`src/rtl/micro_core_mc.sv`:
```
// micro_core_mc: multi-cycle ADD/LOAD/STORE/BRANCH core with fetch handshake.
// Define MICRO_CORE_COND_BRANCH_EN to take BRANCH only when r[A] == 0.
module micro_core_mc #(
    parameter int DATA_W    = 8,
    parameter int REG_AW    = 2,
    parameter int MEM_DEPTH = 32,
    parameter int PC_W      = 8
) (
    input  logic                  clock,
    input  logic                  reset,
    input  logic                  halt,
    output logic                  instr_req,
    output logic [PC_W-1:0]       instruction_address,
    input  logic [2+3*REG_AW-1:0] instruction,
    input  logic                  instr_valid,
    output logic [1:0]            op,
    output logic                  mem_read,
    output logic                  mem_write,
    output logic                  reg_write,
    output logic [REG_AW-1:0]     wb_reg,
    output logic [DATA_W-1:0]     wb_data,
    output logic                  instr_done
);
    localparam int INSTR_W = 2 + 3 * REG_AW;
    localparam int MEM_AW  = $clog2(MEM_DEPTH);
    localparam int NREG    = 1 << REG_AW;

    localparam logic [1:0] OP_ADD    = 2'b00;
    localparam logic [1:0] OP_LOAD   = 2'b01;
    localparam logic [1:0] OP_STORE  = 2'b10;
    localparam logic [1:0] OP_BRANCH = 2'b11;

    typedef enum logic [2:0] {
        FETCH,
        DECODE,
        EXEC,
        MEM,
        WB
    } state_t;

    state_t              state;
    logic [INSTR_W-1:0]  ir;
    logic [PC_W-1:0]     pc;
    logic [DATA_W-1:0]   regs [NREG];
    logic [DATA_W-1:0]   mem  [MEM_DEPTH];
    logic [DATA_W-1:0]   opa;
    logic [DATA_W-1:0]   opb;
    logic [MEM_AW-1:0]   addr;

    logic [REG_AW-1:0]   fa;
    logic [REG_AW-1:0]   fb;
    logic [REG_AW-1:0]   fc;
    logic [DATA_W-1:0]   c_ext;
    logic [PC_W-1:0]     br_off;
    logic [PC_W-1:0]     pc_inc;
    logic                taken;

    assign op     = ir[INSTR_W-1 -: 2];
    assign fa     = ir[3*REG_AW-1 -: REG_AW];
    assign fb     = ir[2*REG_AW-1 -: REG_AW];
    assign fc     = ir[REG_AW-1:0];
    assign c_ext  = {{(DATA_W-REG_AW){fc[REG_AW-1]}}, fc};
    assign br_off = {{(PC_W-2*REG_AW){ir[2*REG_AW-1]}}, ir[2*REG_AW-1:0]};
    assign pc_inc = pc + PC_W'(1);

    assign instruction_address = pc;
    // Reset gating keeps the request quiet while the core is held in reset.
    assign instr_req = (state == FETCH) && !halt && !reset;

`ifdef MICRO_CORE_COND_BRANCH_EN
    assign taken = (opa == '0);
`else
    assign taken = 1'b1;
`endif

    always_ff @(posedge clock) begin
        if (reset) begin
            state      <= FETCH;
            pc         <= '0;
            ir         <= '0;
            opa        <= '0;
            opb        <= '0;
            addr       <= '0;
            mem_read   <= 1'b0;
            mem_write  <= 1'b0;
            reg_write  <= 1'b0;
            instr_done <= 1'b0;
            wb_reg     <= '0;
            wb_data    <= '0;
            for (int i = 0; i < NREG; i++) regs[i] <= '0;
            // Lower half counts up, upper half counts down from zero.
            for (int i = 0; i < MEM_DEPTH; i++)
                mem[i] <= (i < MEM_DEPTH / 2) ? DATA_W'(i)
                                              : DATA_W'(MEM_DEPTH / 2 - i);
        end else begin
            mem_read   <= 1'b0;
            mem_write  <= 1'b0;
            reg_write  <= 1'b0;
            instr_done <= 1'b0;
            case (state)
                FETCH: begin
                    if (instr_req && instr_valid) begin
                        ir    <= instruction;
                        state <= DECODE;
                    end
                end
                DECODE: begin
                    opa        <= regs[fa];
                    opb        <= regs[fb];
                    instr_done <= (op == OP_BRANCH);
                    state      <= EXEC;
                end
                EXEC: begin
                    case (op)
                        OP_ADD: begin
                            if (fc != '0) begin
                                regs[fc]  <= opa + opb;
                                wb_reg    <= fc;
                                wb_data   <= opa + opb;
                                reg_write <= 1'b1;
                            end
                            instr_done <= 1'b1;
                            state      <= WB;
                        end
                        OP_LOAD, OP_STORE: begin
                            addr       <= MEM_AW'(opa + c_ext);
                            mem_read   <= (op == OP_LOAD);
                            mem_write  <= (op == OP_STORE);
                            instr_done <= (op == OP_STORE);
                            state      <= MEM;
                        end
                        OP_BRANCH: begin
                            pc    <= taken ? pc_inc + br_off : pc_inc;
                            state <= FETCH;
                        end
                    endcase
                end
                MEM: begin
                    if (op == OP_LOAD) begin
                        if (fb != '0) begin
                            regs[fb]  <= mem[addr];
                            wb_reg    <= fb;
                            wb_data   <= mem[addr];
                            reg_write <= 1'b1;
                        end
                        instr_done <= 1'b1;
                        state      <= WB;
                    end else begin
                        mem[addr] <= opb;
                        pc        <= pc_inc;
                        state     <= FETCH;
                    end
                end
                WB: begin
                    pc    <= pc_inc;
                    state <= FETCH;
                end
                default: state <= FETCH;
            endcase
        end
    end

endmodule
```
`config.mk`:
```
export PLATFORM = sky130hd
export DESIGN_NAME = micro_core_mc
export DESIGN_NICKNAME = d
export VERILOG_FILES = /design/src/rtl/micro_core_mc.sv
export SDC_FILE = /design/constraint.sdc
export NUM_CORES = 1
export LEC_CHECK = 0
export BUFFER_PORTS_ARGS = -buffer_cell sky130_fd_sc_hd__buf_2
export CAP_MARGIN = 25
export CORE_ASPECT_RATIO = 1.5
export CORE_UTILIZATION = 60
export DETAILED_ROUTE_END_ITERATION = 16
export PLACE_DENSITY = 0.85
export SETUP_SLACK_MARGIN = 0.02
export SYNTH_ARGS = -nofsm -noshare
export SYNTH_HDL_FRONTEND = slang
export SYNTH_SLANG_ARGS = --single-unit
```
`constraint.sdc`:
```
create_clock -name clock -period 8 [get_ports clock]
set_input_delay 2.4 -clock clock [delete_from_list [all_inputs] [get_ports clock]]
set_output_delay 2.4 -clock clock [all_outputs]
set_load 0.005 [all_outputs]
```
==> impl_metrics.env <==
export IMPL_status="finished, final reports clean"
export IMPL_cp_max_fo=48
export IMPL_grt_pass1_wl_um=56300
export IMPL_drtPass1Iterations=5
export IMPL_r2r_end="regs[2][0]$_SDFFCE_PN0P_"
export IMPL_routed_top_layer="met4"
export IMPL_cts_made_buffers=29
export IMPL_crit_type="in2out"
export IMPL_ctsHtreeMaxLevel=1
export IMPL_synth_area_um2=16500
export IMPL_post_route_cell_area_um2=17800
export IMPL_finalSetupTns_ps=0
export IMPL_reg2reg_depth=7
export IMPL_detail_route_wl_per_cell_um=22.7
export IMPL_ios=37
export IMPL_hold_violations=0
export IMPL_synth_edf_count=288
export IMPL_drtIter0Drc=925
export IMPL_final_util_pct=66.6
export IMPL_yosys_warnings=0
export IMPL_largest_register_ff_count=256
export IMPL_die_h_um=205
export IMPL_crit_end="instr_req"
export IMPL_cts_root_buf="clkbuf_16"
export IMPL_period_share_pct=77.9
export IMPL_drtAntennaViolNets=0
export IMPL_drc=0
export IMPL_area_growth_pct=8.30
export IMPL_leakage_nw=5.63
export IMPL_wl_met1_um=12600
export IMPL_cts_max_path_buffers=3
export IMPL_routed_wl_met2_um=20100
export IMPL_final_setup_skew_ps=24.3
export IMPL_die_w_um=137
export IMPL_regMostFlops="mem"
export IMPL_cts_resized=0
export IMPL_finalPower_mw=3.54
export IMPL_cts_hold_buf=0
export IMPL_cp_data_arrival_time_ps=3840
export IMPL_intPower_mw=2.81
export IMPL_path_cells="buf_4 -> or4_1 -> nor2_1 -> buf_2"
export IMPL_ys_ff_latch=347
export IMPL_synthesis_instances=1235
export IMPL_grt_antenna_before_repair=0
export IMPL_tightest_slew_ps=1050
export IMPL_cp_required_ps=5600
export IMPL_start_util_pct=61.5
export IMPL_period_needed_ps=6240
export IMPL_synthDistinctLibCells=56
export IMPL_overflow=0
export IMPL_maxCapViolations=0
export IMPL_async_flop_share_pct=0
export IMPL_cts_setup_buffers=0
export IMPL_setup_violations_final=0
export IMPL_cts_tree="done"
export IMPL_ys_seq_area_share_pct=59.7
export IMPL_rsz0062_at_grt="no"
export IMPL_post_route_cells_drive_above_1_share_pct=19.7
export IMPL_port_buffers=36
export IMPL_cts_sinks=347
export IMPL_die_area_um2=28100
export IMPL_power_frac_seq_pct=56.5
export IMPL_grt_pass1_vias=10341
export IMPL_n_antenna_cell=0
export IMPL_dp_hpwl_um=23900
export IMPL_path_clk_slew_ps=70
export IMPL_wirelength_um=36000
export IMPL_cpMaxStageDelayCell="or4_1"
export IMPL_min_path_type="reg2reg"
export IMPL_crit_path_start="reset"
export IMPL_max_stage_delay_ps=510
export IMPL_wl_met3_um=2010
export IMPL_ys_flop_type="edfxtp_1"
export IMPL_placed_area_um2=16800
export IMPL_switching_share_pct=20.7
export IMPL_grt_max_degree=65
export IMPL_ir_drop_mv=0.216
export IMPL_core_area_um2=26800
export IMPL_grtUsageTotal_pct=26.9
export IMPL_max_freq_mhz=160
export IMPL_row_count=73
export IMPL_crit_path_start_kind="primary input"
export IMPL_reg2reg_setup_slack_ps=4420
export IMPL_synth_area_per_cell_um2=13.3
export IMPL_gp_congestion=0.805
export IMPL_power_frac_clock_pct=39.9
export IMPL_combPwrFrac_pct=3.6
export IMPL_detail_route_vias_per_cell=6.31
export IMPL_power_switching_uw=732
export IMPL_slew_headroom_pct=29.5
export IMPL_reg_largest_list="mem x256, regs x32"
export IMPL_cp_end_kind="primary output"
export IMPL_drv_slew=0
export IMPL_num_vias=9987
export IMPL_powerDensity_nw_per_um2=199
export IMPL_layout_nets=1263
export IMPL_clk_latency_ps=570
## logic make-up (layout without fill, tap and decap cells)
group,after synthesis,count (layout),synth area share (%)
other,1,8,0.0228
flip-flops,347,347,59.7
buffers and inverters,131,135,3.35
multiplexers,111,111,14.1
AO/OA/AOI/OAI,97,97,3.70
adder cells (fa/ha/maj),28,28,2.27
XOR/XNOR,18,18,0.958
AND/OR/NAND/NOR,502,502,15.8
## worst min-delay path by stage
stage | start | endpoint | cells past startpoint | slack (ps)
final | opa[6]$_SDFFE_PP0P_ | opa[6]$_SDFFE_PP0P_ | 2 | 470
after global routing | opa[7]$_SDFFE_PP0P_ | opa[7]$_SDFFE_PP0P_ | 2 | 500
after CTS | opa[6]$_SDFFE_PP0P_ | opa[6]$_SDFFE_PP0P_ | 2 | 470
after detailed placement | opa[6]$_SDFFE_PP0P_ | opa[6]$_SDFFE_PP0P_ | 2 | 460
after global placement | opa[6]$_SDFFE_PP0P_ | opa[6]$_SDFFE_PP0P_ | 2 | 450
after floorplan | opa[5]$_SDFFE_PP0P_ | opa[5]$_SDFFE_PP0P_ | 2 | 440
## cell usage after synthesis, drive strengths merged (4+ instances only)
library cell,number,share of area (%)
or2,34,1.3
buf,20,0.81
clkbuf,84,1.9
nor2,71,1.6
or3,83,3.2
o311ai,4,0.21
and2,87,3.3
a21o,6,0.27
nand2,122,2.8
nand3b,6,0.27
and3,5,0.19
mux4,96,13
a211oi,4,0.18
mux2,10,0.68
a21oi,45,1.4
inv,27,0.62
edfxtp,288,53
nand2b,14,0.53
nor3,49,1.5
mux2i,5,0.30
xnor2,14,0.75
dfxtp,59,7.2
nand3,17,0.52
xor2,4,0.21
ha,25,1.9
o21ai,13,0.40
o21a,6,0.27
## layout by cell type (no fill, tap or decap), types with 6 or more instances in the layout
cell type    n
dfxtp_1     57
o21a_1       6
conb_1       8
a21oi_1     45
mux4_2      96
nand2b_1    14
mux2_2      10
buf_4       14
a21o_1       6
inv_1       27
or2_2       34
buf_2       35
edfxtp_1   288
clkbuf_1     8
nand3_1     17
ha_1        25
nand2_1    122
clkbuf_16   32
nor2_1      71
or3_1       83
and2_1      87
nor3_1      49
nand3b_1     6
o21ai_0     12
xnor2_1     14
## metal layers
layer	GRT usage [%]	vias up
li1	-	4533
met3	2.45	75
met4	12.0	0
met1	30.9	4962
met5	0	-
met2	50.2	417
## power by group through the flow
stage	sequential [mW]	combinational, mW	clock [mW]
2_1_floorplan	2.03	0.0936	0
3_3_place_gp	2.04	0.118	0
3_5_place_dp	2.04	0.125	0
4_1_cts	2.00	0.126	1.42
5_1_grt	2.00	0.137	1.48
6_report	2.00	0.128	1.41
## worst max-delay path: cells and delay by family
kind | cells | cell delay [ps]
AND/OR/NAND/NOR | 2 | 960
buffers and inverters | 2 | 470
## stage by stage
stage          instances  hold WS [ps]  setup WS [ps]
2_1_floorplan       1242           441           2360
6_report            1583           468           1760
3_5_place_dp        1527           461           1770
4_1_cts             1581           470           1770
5_1_grt             1583           501           1650
3_3_place_gp        1524           449           1830
## final cells by class
| type | count | area (um2) |
|---|---|---|
| inverters | 27 | 101 |
| flip-flops and latches | 347 | 9830 |
| clock inverters | 9 | 56.3 |
| fillers | 1746 | 8940 |
| multi-input cells | 764 | 6100 |
| repair buffers | 54 | 405 |
| clock buffers | 45 | 900 |
| well taps | 337 | 422 |
(Power assumes the default switching activity.)
